## src/rtl/gbt_link_reset_sequencer.sv

```systemverilog
// GBT transceiver bank bring-up / recovery sequencer (40 MHz frame-clock domain).
// Drives the bank general reset and manual RX reset from PLL lock, SFP LOS and
// GBT TX/RX ready. Retries on timeouts and escalates repeated RX failures to a
// full general reset. Exports link-up, state and saturating diagnostic counters.
//
//  state    | meaning
//  ---------+---------------------------------------------------------------
//  WAIT_PLL | bank held in general reset until PLL locked and LOS clear
//  GEN_RST  | general reset pulse of RESET_CYCLES, RX attempts cleared
//  WAIT_TX  | waiting for TX ready, retries general reset after TX_TIMEOUT
//  RX_RST   | manual RX reset pulse of RESET_CYCLES
//  WAIT_RX  | waiting for RX_STABLE consecutive RX ready, retries RX reset
//  LINK_UP  | link established, watching TX/RX ready for loss
module gbt_link_reset_sequencer #(
    parameter int RESET_CYCLES   = 16,
    parameter int TX_TIMEOUT     = 4000000,
    parameter int RX_TIMEOUT     = 4000000,
    parameter int RX_STABLE      = 1024,
    parameter int MAX_RX_RETRIES = 4,
    parameter int LOS_FILTER     = 8
) (
    input  logic       clk_ik,
    input  logic       rstn_ir,
    input  logic       pll_locked_i,
    input  logic       sfp_los_i,
    input  logic       gbt_tx_ready_i,
    input  logic       gbt_rx_ready_i,
    input  logic       clr_counters_i,
    output logic       general_reset_o,
    output logic       manual_reset_rx_o,
    output logic       link_up_o,
    output logic [2:0] state_o,
    output logic [7:0] gen_retry_cnt_o,
    output logic [7:0] rx_retry_cnt_o,
    output logic [7:0] link_lost_cnt_o
);

    localparam int T_MAX_A = (TX_TIMEOUT > RX_TIMEOUT) ? TX_TIMEOUT : RX_TIMEOUT;
    localparam int T_MAX_B = (RESET_CYCLES > RX_STABLE) ? RESET_CYCLES : RX_STABLE;
    localparam int T_MAX   = (T_MAX_A > T_MAX_B) ? T_MAX_A : T_MAX_B;
    localparam int TW      = $clog2(T_MAX) + 1;
    localparam int LW      = $clog2(LOS_FILTER) + 1;
    localparam int AW      = $clog2(MAX_RX_RETRIES) + 1;

    // Terminal counts: a state lasting N cycles exits when its timer reads N-1.
    localparam logic [TW-1:0] RST_TC = TW'(RESET_CYCLES - 1);
    localparam logic [TW-1:0] TX_TC  = TW'(TX_TIMEOUT - 1);
    localparam logic [TW-1:0] RX_TC  = TW'(RX_TIMEOUT - 1);
    localparam logic [TW-1:0] STB_TC = TW'(RX_STABLE - 1);
    localparam logic [LW-1:0] LOS_TC = LW'(LOS_FILTER - 1);
    localparam logic [AW-1:0] ATT_MAX = AW'(MAX_RX_RETRIES);

    typedef enum logic [2:0] {
        WAIT_PLL = 3'd0,
        GEN_RST  = 3'd1,
        WAIT_TX  = 3'd2,
        RX_RST   = 3'd3,
        WAIT_RX  = 3'd4,
        LINK_UP  = 3'd5
    } state_t;

    state_t          state;
    state_t          state_nxt;
    logic [TW-1:0]   timer;
    logic [TW-1:0]   stable_cnt;
    logic [AW-1:0]   attempt;
    logic [AW-1:0]   attempt_nxt;
    logic            los_f;
    logic [LW-1:0]   los_run;
    logic            inc_gen;
    logic            inc_rx;
    logic            inc_lost;

    function automatic logic [7:0] sat_inc(input logic [7:0] v);
        return (v == 8'hFF) ? v : v + 8'd1;
    endfunction

    assign state_o = state;

    // LOS filter: los_f follows sfp_los_i only after LOS_FILTER consecutive disagreeing samples.
    always_ff @(posedge clk_ik) begin
        if (!rstn_ir) begin
            los_f   <= 1'b1;
            los_run <= '0;
        end else if (sfp_los_i != los_f) begin
            if (los_run == LOS_TC) begin
                los_f   <= sfp_los_i;
                los_run <= '0;
            end else begin
                los_run <= los_run + 1'b1;
            end
        end else begin
            los_run <= '0;
        end
    end

    // Next-state logic; the global abort overrides every per-state transition.
    always_comb begin
        state_nxt   = state;
        attempt_nxt = attempt;
        inc_gen     = 1'b0;
        inc_rx      = 1'b0;
        inc_lost    = 1'b0;
        if (state != WAIT_PLL && (!pll_locked_i || los_f)) begin
            state_nxt = WAIT_PLL;
            inc_lost  = (state == LINK_UP);
        end else begin
            case (state)
                WAIT_PLL: begin
                    if (pll_locked_i && !los_f) state_nxt = GEN_RST;
                end
                GEN_RST: begin
                    if (timer == RST_TC) state_nxt = WAIT_TX;
                end
                WAIT_TX: begin
                    if (gbt_tx_ready_i) begin
                        state_nxt = RX_RST;
                    end else if (timer == TX_TC) begin
                        state_nxt = GEN_RST;
                        inc_gen   = 1'b1;
                    end
                end
                RX_RST: begin
                    if (timer == RST_TC) state_nxt = WAIT_RX;
                end
                WAIT_RX: begin
                    if (gbt_rx_ready_i && stable_cnt == STB_TC) begin
                        state_nxt = LINK_UP;
                    end else if (!gbt_tx_ready_i) begin
                        state_nxt = GEN_RST;
                    end else if (timer == RX_TC) begin
                        inc_rx      = 1'b1;
                        attempt_nxt = attempt + 1'b1;
                        state_nxt   = (attempt_nxt >= ATT_MAX) ? GEN_RST : RX_RST;
                    end
                end
                LINK_UP: begin
                    if (!gbt_tx_ready_i) begin
                        state_nxt = GEN_RST;
                        inc_lost  = 1'b1;
                    end else if (!gbt_rx_ready_i) begin
                        state_nxt   = RX_RST;
                        attempt_nxt = '0;
                        inc_lost    = 1'b1;
                    end
                end
                default: state_nxt = WAIT_PLL;
            endcase
        end
        // Every entry into GEN_RST starts a fresh round of RX attempts.
        if (state_nxt == GEN_RST) attempt_nxt = '0;
    end

    // State, timers and registered Moore outputs decoded from the next state.
    always_ff @(posedge clk_ik) begin
        if (!rstn_ir) begin
            state             <= WAIT_PLL;
            timer             <= '0;
            stable_cnt        <= '0;
            attempt           <= '0;
            general_reset_o   <= 1'b1;
            manual_reset_rx_o <= 1'b0;
            link_up_o         <= 1'b0;
        end else begin
            state   <= state_nxt;
            attempt <= attempt_nxt;
            if (state_nxt != state) begin
                timer      <= '0;
                stable_cnt <= '0;
            end else begin
                if (timer != '1) timer <= timer + 1'b1;
                stable_cnt <= (state == WAIT_RX && gbt_rx_ready_i) ? stable_cnt + 1'b1 : '0;
            end
            general_reset_o   <= (state_nxt == WAIT_PLL) || (state_nxt == GEN_RST);
            manual_reset_rx_o <= (state_nxt == RX_RST);
            link_up_o         <= (state_nxt == LINK_UP);
        end
    end

    // Saturating diagnostic counters; a clear wins over a simultaneous increment.
    always_ff @(posedge clk_ik) begin
        if (!rstn_ir || clr_counters_i) begin
            gen_retry_cnt_o <= '0;
            rx_retry_cnt_o  <= '0;
            link_lost_cnt_o <= '0;
        end else begin
            if (inc_gen)  gen_retry_cnt_o <= sat_inc(gen_retry_cnt_o);
            if (inc_rx)   rx_retry_cnt_o  <= sat_inc(rx_retry_cnt_o);
            if (inc_lost) link_lost_cnt_o <= sat_inc(link_lost_cnt_o);
        end
    end

endmodule

```

## config.mk

```make
export PLATFORM = sky130hd
export DESIGN_NAME = gbt_link_reset_sequencer
export DESIGN_NICKNAME = d
export VERILOG_FILES = /design/src/rtl/gbt_link_reset_sequencer.sv
export SDC_FILE = /design/constraint.sdc
export NUM_CORES = 1
export LEC_CHECK = 0
export CELL_PAD_IN_SITES_DETAIL_PLACEMENT = 0
export CELL_PAD_IN_SITES_GLOBAL_PLACEMENT = 2
export CORE_UTILIZATION = 35
export DETAILED_ROUTE_END_ITERATION = 7
export PLACE_DENSITY_LB_ADDON = 0.1
export SYNTH_ARGS = -nofsm -noshare
export SYNTH_HDL_FRONTEND = slang
export SYNTH_SLANG_ARGS = --single-unit
```

## constraint.sdc

```tcl
create_clock -name clk_ik -period 5.5 [get_ports clk_ik]
set_input_delay 1.1 -clock clk_ik [delete_from_list [all_inputs] [get_ports clk_ik]]
set_output_delay 1.1 -clock clk_ik [all_outputs]
set_load 0.02 [all_outputs]
```

==> summary.md, run 1 <==
| Metric | Value |
|---|---|
| Status | `finished clean` |
| Die width | `114 µm` |
| Startpoint Class | `input port` |
| Via density | `5.16` |
| Post-synth EDFFs | `0` |
| Main synth FF type | `dfxtp_1` |
| Worst Path Buf+Inv | `2` |
| Avg Cell Area, Syn | `9.04 µm²` |
| DR WL/cell | `14.5 µm` |
| Iteration-0 DRC Markers | `186` |
| Area delta synth->final | `18.0%` |
| HP Class | `flip-flop to flip-flop` |
| First-pass GRT wire length | `17100 µm` |
| # resized after CTS | `0` |
| Flops & latches, synth | `84` |
| RSZ-0062 raised after global routing | `false` |
| DR vias | `3548` |
| H-tree levels | `3` |
| Pin count of the biggest net entering global routing | `47` |
| Total GRT Usage | `0.167` |
| Row count | `40` |
| Post-Synthesis Net Count | `500` |
| Drt first pass iters | `6` |
| Min-Delay Startpoint | `los_run[0]` |
| Critical Path RT | `5.68 ns` |
| Critical Path Sink Type | `flip-flop` |
| CP max FO | `46` |
| Max-Cap Viols | `0` |
| Ant diodes | `0` |
| # nets final | `529` |
| Leakage Power | `1.72 nW` |
| Reg clk slew, reported paths | `0.06 ns` |
| Reg2reg start | `timer[0]` |
| Cts bufs inserted | `9` |
| F_max | `278 MHz` |
| Clock Path Buffers | `2` |
| Crit-path cells | `clkdlybuf4s50_1 > nor4b_1 > nand4_1 > or2_2 > a311oi_1 > a221o_1 > a21o_1 > buf_4 > nor4_1` |
| Met3 wire length | `300 µm` |
| Vias in the first global route | `3469` |
| R2r setup slk | `2.52 ns` |
| Worst path max stage delay | `0.67 ns` |
| Post-DP HPWL | `6990 µm` |
| Total wire length | `10000 µm` |
| Launch point of the critical path | `gbt_rx_ready_i` |
| Slew HR | `0.274` |
| Fillcell total | `1240` |
| Setup CP Type | `input port to flip-flop` |
| DRC | `0` |
| DRT antenna net count | `0` |
| Sink Count | `84` |
| Grt ovf | `0` |
| Setup TNS Final | `0 ns` |
| Post-CTS setup buffers | `0` |
| CTS Hold Bufs | `0` |
| Async SR Flop Fraction | `0` |
| Met2 wire len | `4450 µm` |
| Power Total | `1.31 mW` |
| Crit path max-delay family | `buffers and inverters` |
| Die area | `13000 µm²` |
| PwrDens | `252 nW/µm²` |
| Root buffer cell | `clkbuf_16` |
| Mapped Area | `4390 µm²` |
| Crit share post-route | `0.655` |
| CP max-delay cell | `clkdlybuf4s50_1` |
| Latest clock arrival within the worst-skew pair | `0.34 ns` |
| Max IR drop VDD | `97.2 µV` |
| Tmin final | `3.60 ns` |
| Final Slew Violations | `0` |
| Setup violations, final | `0` |
| IO Pins | `37` |
| Highest metal used | `met4` |
| Starting Density | `0.363` |
| Synth Warn # | `0` |
| Hold violation total from the final report | `0` |
| Post-Synthesis Cells | `486` |
| Core ar. | `12100 µm²` |
| Synth unique cells | `62` |
| Routability cong. | `0.755` |
| Sequential share of the synthesized area | `0.383` |
| Port Buffers | `36` |
| Share of layout cells above drive strength 1 | `0.106` |
| Final setup skew | `0.00732 ns` |
| WP data arrival | `3.78 ns` |
| Least-Margin Pin Slew | `1.09 ns` |
| Initial antenna violation count | `0` |
| CTS tree | `yes` |
| M1 WL | `5060 µm` |
| Die Y | `114 µm` |
-- cell type report --
cell class,instances,area [µm²],area share
Multi-Input combinational cell,370,2540,0.490
Sequential cell,84,1680,0.324
Timing Repair Buffer,39,383,0.0739
Clock buffer,11,243,0.0468
Tap cell,168,210,0.0406
Clock inverter,5,85.1,0.0164
Inverter,11,41.3,0.00797
-- path summary, 6_finish.rpt --
path                                      end  cells past startpoint
worst max-delay path            stable_cnt[4]                      9
worst min-delay path               los_run[0]                      1
worst max register to register  stable_cnt[4]                      9
worst min register to register     los_run[0]                      1
-- where the power goes --
part | switching [mW] | internal (mW) | total (mW)
Sequential | 0.00297 | 0.611 | 0.614
Combinational | 0.0192 | 0.00989 | 0.0291
Clock | 0.250 | 0.412 | 0.662
Total | 0.273 | 1.03 | 1.31
-- state kept, by name, summed over array words and instances, names as in the netlist, 3 cells and up --
name	flops
attempt	3
gen_retry_cnt_o	8
link_lost_cnt_o	8
los_run	4
rx_retry_cnt_o	8
stable_cnt	23
state_o	3
timer	23
-- placed cells by master, fill, tap and decap left out, types with 3 or more instances in the layout --
cell	instances
clkbuf_16	9
and4_1	3
or3_1	3
buf_4	3
and2_1	3
mux2i_1	4
nor4_1	15
nor2b_1	4
dfxtp_1	84
clkdlybuf4s50_1	36
inv_1	11
a21oi_1	8
nand2_1	27
nor3b_1	3
nor3_1	34
nand4_1	21
ha_1	7
and3_1	14
nor2_1	46
nand3_1	36
nor4_2	20
o21ai_0	9
xnor2_1	19
nand2b_1	3
xor2_1	44
-- layer usage --
layer | global-route usage | vias up
met5 | 0 | -
met4 | 0.0753 | 0
met3 | 0.0303 | 15
met2 | 0.259 | 51
met1 | 0.226 | 1651
li1 | - | 1831
-- logic make-up after synthesis --
kind of cell | after synthesis | synth area share
AO/OA/AOI/OAI | 45 | 0.0709
XOR/XNOR | 63 | 0.126
adder cells (fa/ha/maj) | 7 | 0.0199
AND/OR/NAND/NOR | 249 | 0.347
flip-flops | 84 | 0.383
buffers and inverters | 32 | 0.0393
multiplexers | 6 | 0.0142
-- synthesized netlist by cell type (4+ instances only) --
master    count  area share
xnor2_1      19       0.038
inv_1        11      0.0094
nand4_1      21       0.030
ha_1          7       0.020
nand2_1      27       0.023
nor3_1       34       0.039
nor4_1       15       0.021
nor4_2       20       0.057
o21ai_0       9       0.010
xor2_1       44       0.088
clkbuf_1      8      0.0068
mux2i_1       4      0.0091
dfxtp_1      84        0.38
buf_2         6      0.0068
a21oi_1       8      0.0091
and3_1       14       0.020
buf_6         5       0.013
nand3_1      36       0.041
nor2_1       46       0.039
nor2b_1       4      0.0057
-- stage by stage --
stage / area [µm²] / util / hold WS [ns] / instances / setup WS [ns]
after floorplan: 4390 / - / 0.418 / 486 / 2.73
after global placement: 4860 / 0.401 / 0.432 / 672 / 1.62
after detailed placement: 4860 / 0.401 / 0.442 / 672 / 1.53
after CTS: 5180 / 0.428 / 0.454 / 688 / 1.88
after global routing: 5180 / 0.428 / 0.482 / 688 / 1.67
final: 5180 / 0.428 / 0.446 / 688 / 1.90
Power figures use the tool's default switching activity.
==> run 2: changes to the inputs <==
CORE_UTILIZATION = 33   (was 35)
clock period = 3.2 ns   (was 5.5 ns; I/O delays follow)
==> summary.md, run 2 (synthesis results as in run 1) <==
| Metric | Value |
|---|---|
| Status | `finished clean` |
| DP Area | `4960 µm²` |
| Switch share | `0.210` |
| Setup CP Type | `flip-flop to flip-flop` |
| Row count | `41` |
| Final Slew Violations | `0` |
| Design area | `5260 µm²` |
| Max IR drop VDD | `323 µV` |
| Latest clock arrival within the worst-skew pair | `0.35 ns` |
| Initial antenna violation count | `0` |
| Setup violations, final | `0` |
| Area delta synth->final | `19.8%` |
| Die width | `117 µm` |
| CTS Hold Bufs | `0` |
| Critical Path Sink Type | `flip-flop` |
| Post-DP HPWL | `7090 µm` |
| Via density | `5.24` |
| Worst path max stage delay | `0.64 ns` |
| Worst Path Buf+Inv | `0` |
| CP max-delay cell | `nor4_1` |
| Grt ovf | `0` |
| Core ar. | `12800 µm²` |
| # nets final | `539` |
| Ant diodes | `0` |
| RSZ-0062 raised after global routing | `false` |
| H-tree levels | `3` |
| Most frequent cells in the layout | `dfxtp_1 (84), nor2_1 (46), xor2_1 (44), nand3_1 (36), clkdlybuf4s50_1 (36)` |
| Startpoint Class | `flip-flop` |
| Total GRT Usage | `0.158` |
| Clock Path Buffers | `2` |
| F_max | `363 MHz` |
| PwrDens | `410 nW/µm²` |
| Post-CTS setup buffers | `0` |
| Starting Density | `0.344` |
| First-pass GRT wire length | `17600 µm` |
| # resized after CTS | `0` |
| Internal power | `1.71 mW` |
| Clk pwr share | `0.485` |
| Routability cong. | `0.823` |
| CP max FO | `8` |
| Cts bufs inserted | `9` |
| Iteration-0 DRC Markers | `148` |
| Reg power frac | `0.489` |
| Crit-path cells | `ha_1 > nand4_4 > nor4_2 > o2111ai_1 > nor4_1 > nand3_1 > xor2_1 > nor2_1` |
| WP data arrival | `2.95 ns` |
| Setup TNS Final | `0 ns` |
| DRC | `0` |
| Vias in the first global route | `3606` |
| Total wire length | `10400 µm` |
| R2r setup slk | `0.45 ns` |
| Top Registers | `stable_cnt: 23 flops, timer: 23 flops` |
| Die area | `13800 µm²` |
| Leakage Power | `1.77 nW` |
| Final setup skew | `0.00693 ns` |
| Share of layout cells above drive strength 1 | `0.121` |
| Sink Count | `84` |
| Reg clk slew, reported paths | `0.06 ns` |
| DRT antenna net count | `0` |
| Logic pwr share | `0.027` |
| Drt first pass iters | `4` |
| Port Buffers | `36` |
| Max-Cap Viols | `0` |
| CTS tree | `yes` |
| Slew HR | `0.359` |
| DR WL/cell | `14.8 µm` |
| Critical Path RT | `3.40 ns` |
| Pin count of the biggest net entering global routing | `47` |
| Root buffer cell | `clkbuf_16` |
| Most common cell after layout, fill and taps aside | `dfxtp_1` |
| Die Y | `117 µm` |
| Net Switching | `0.454 mW` |
| Hold violation total from the final report | `0` |
| IO Pins | `37` |
| HP Class | `flip-flop to flip-flop` |
| Tmin final | `2.75 ns` |
| Crit share post-route | `0.860` |
| Crit path max-delay family | `simple AND/OR/NAND/NOR gates` |
| Least-Margin Pin Slew | `0.962 ns` |
| DR vias | `3676` |
-- run 2: cell types whose count changed in the layout (fill, tap and decap cells not counted) --
| cell | change |
|---|---|
| clkinvlp_4 | -1 |
| buf_12 | +2 |
| clkbuf_1 | +1 |
| clkbuf_8 | +4 |
| bufinv_16 | -2 |
| clkinv_4 | -2 |
| buf_4 | +8 |
-- run 2: path summary, 6_finish.rpt --
kind | start | to | cells after the start
setup / recovery | timer[0] | rx_retry_cnt_o[5] | 8
setup reg to reg | timer[0] | rx_retry_cnt_o[5] | 8
hold reg to reg | los_run[0] | los_run[0] | 1
hold / removal | los_run[0] | los_run[0] | 1
-- run 2: power groups by stage --
| stage | clock, mW | combinational [mW] | sequential (mW) |
|---|---|---|---|
| 2_1_floorplan | 0 | 0.0354 | 1.08 |
| 3_3_place_gp | 0 | 0.0583 | 1.08 |
| 3_5_place_dp | 0 | 0.0583 | 1.08 |
| 4_1_cts | 1.09 | 0.0585 | 1.06 |
| 5_1_grt | 1.13 | 0.0643 | 1.06 |
| 6_report | 1.05 | 0.0573 | 1.06 |
-- run 2: final cells by class --
class / count / area, µm²
fill: 1337 / 7510
timing repair buffer: 49 / 483
sequential: 84 / 1680
inverter: 11 / 41.3
multi-input combinational: 370 / 2540
clock buffer: 16 / 302
tap: 172 / 215
-- run 2: through the flow --
step	util	std cells	total power, mW	setup WS, ns	hold WS [ns]
finish	0.412	702	2.16	0.448	0.454
floorplan	-	486	1.11	0.887	0.418
CTS	0.412	702	2.20	0.411	0.463
global route	0.412	702	2.25	0.158	0.477
detailed placement	0.388	686	1.14	0.220	0.450
global placement	0.388	686	1.14	0.213	0.428
-- run 2: layer usage --
metal / part of all wire / global-route usage
met5: 0 / 0
met4: 0.022 / 0.0722
met3: 0.029 / 0.0365
met2: 0.46 / 0.255
met1: 0.49 / 0.200
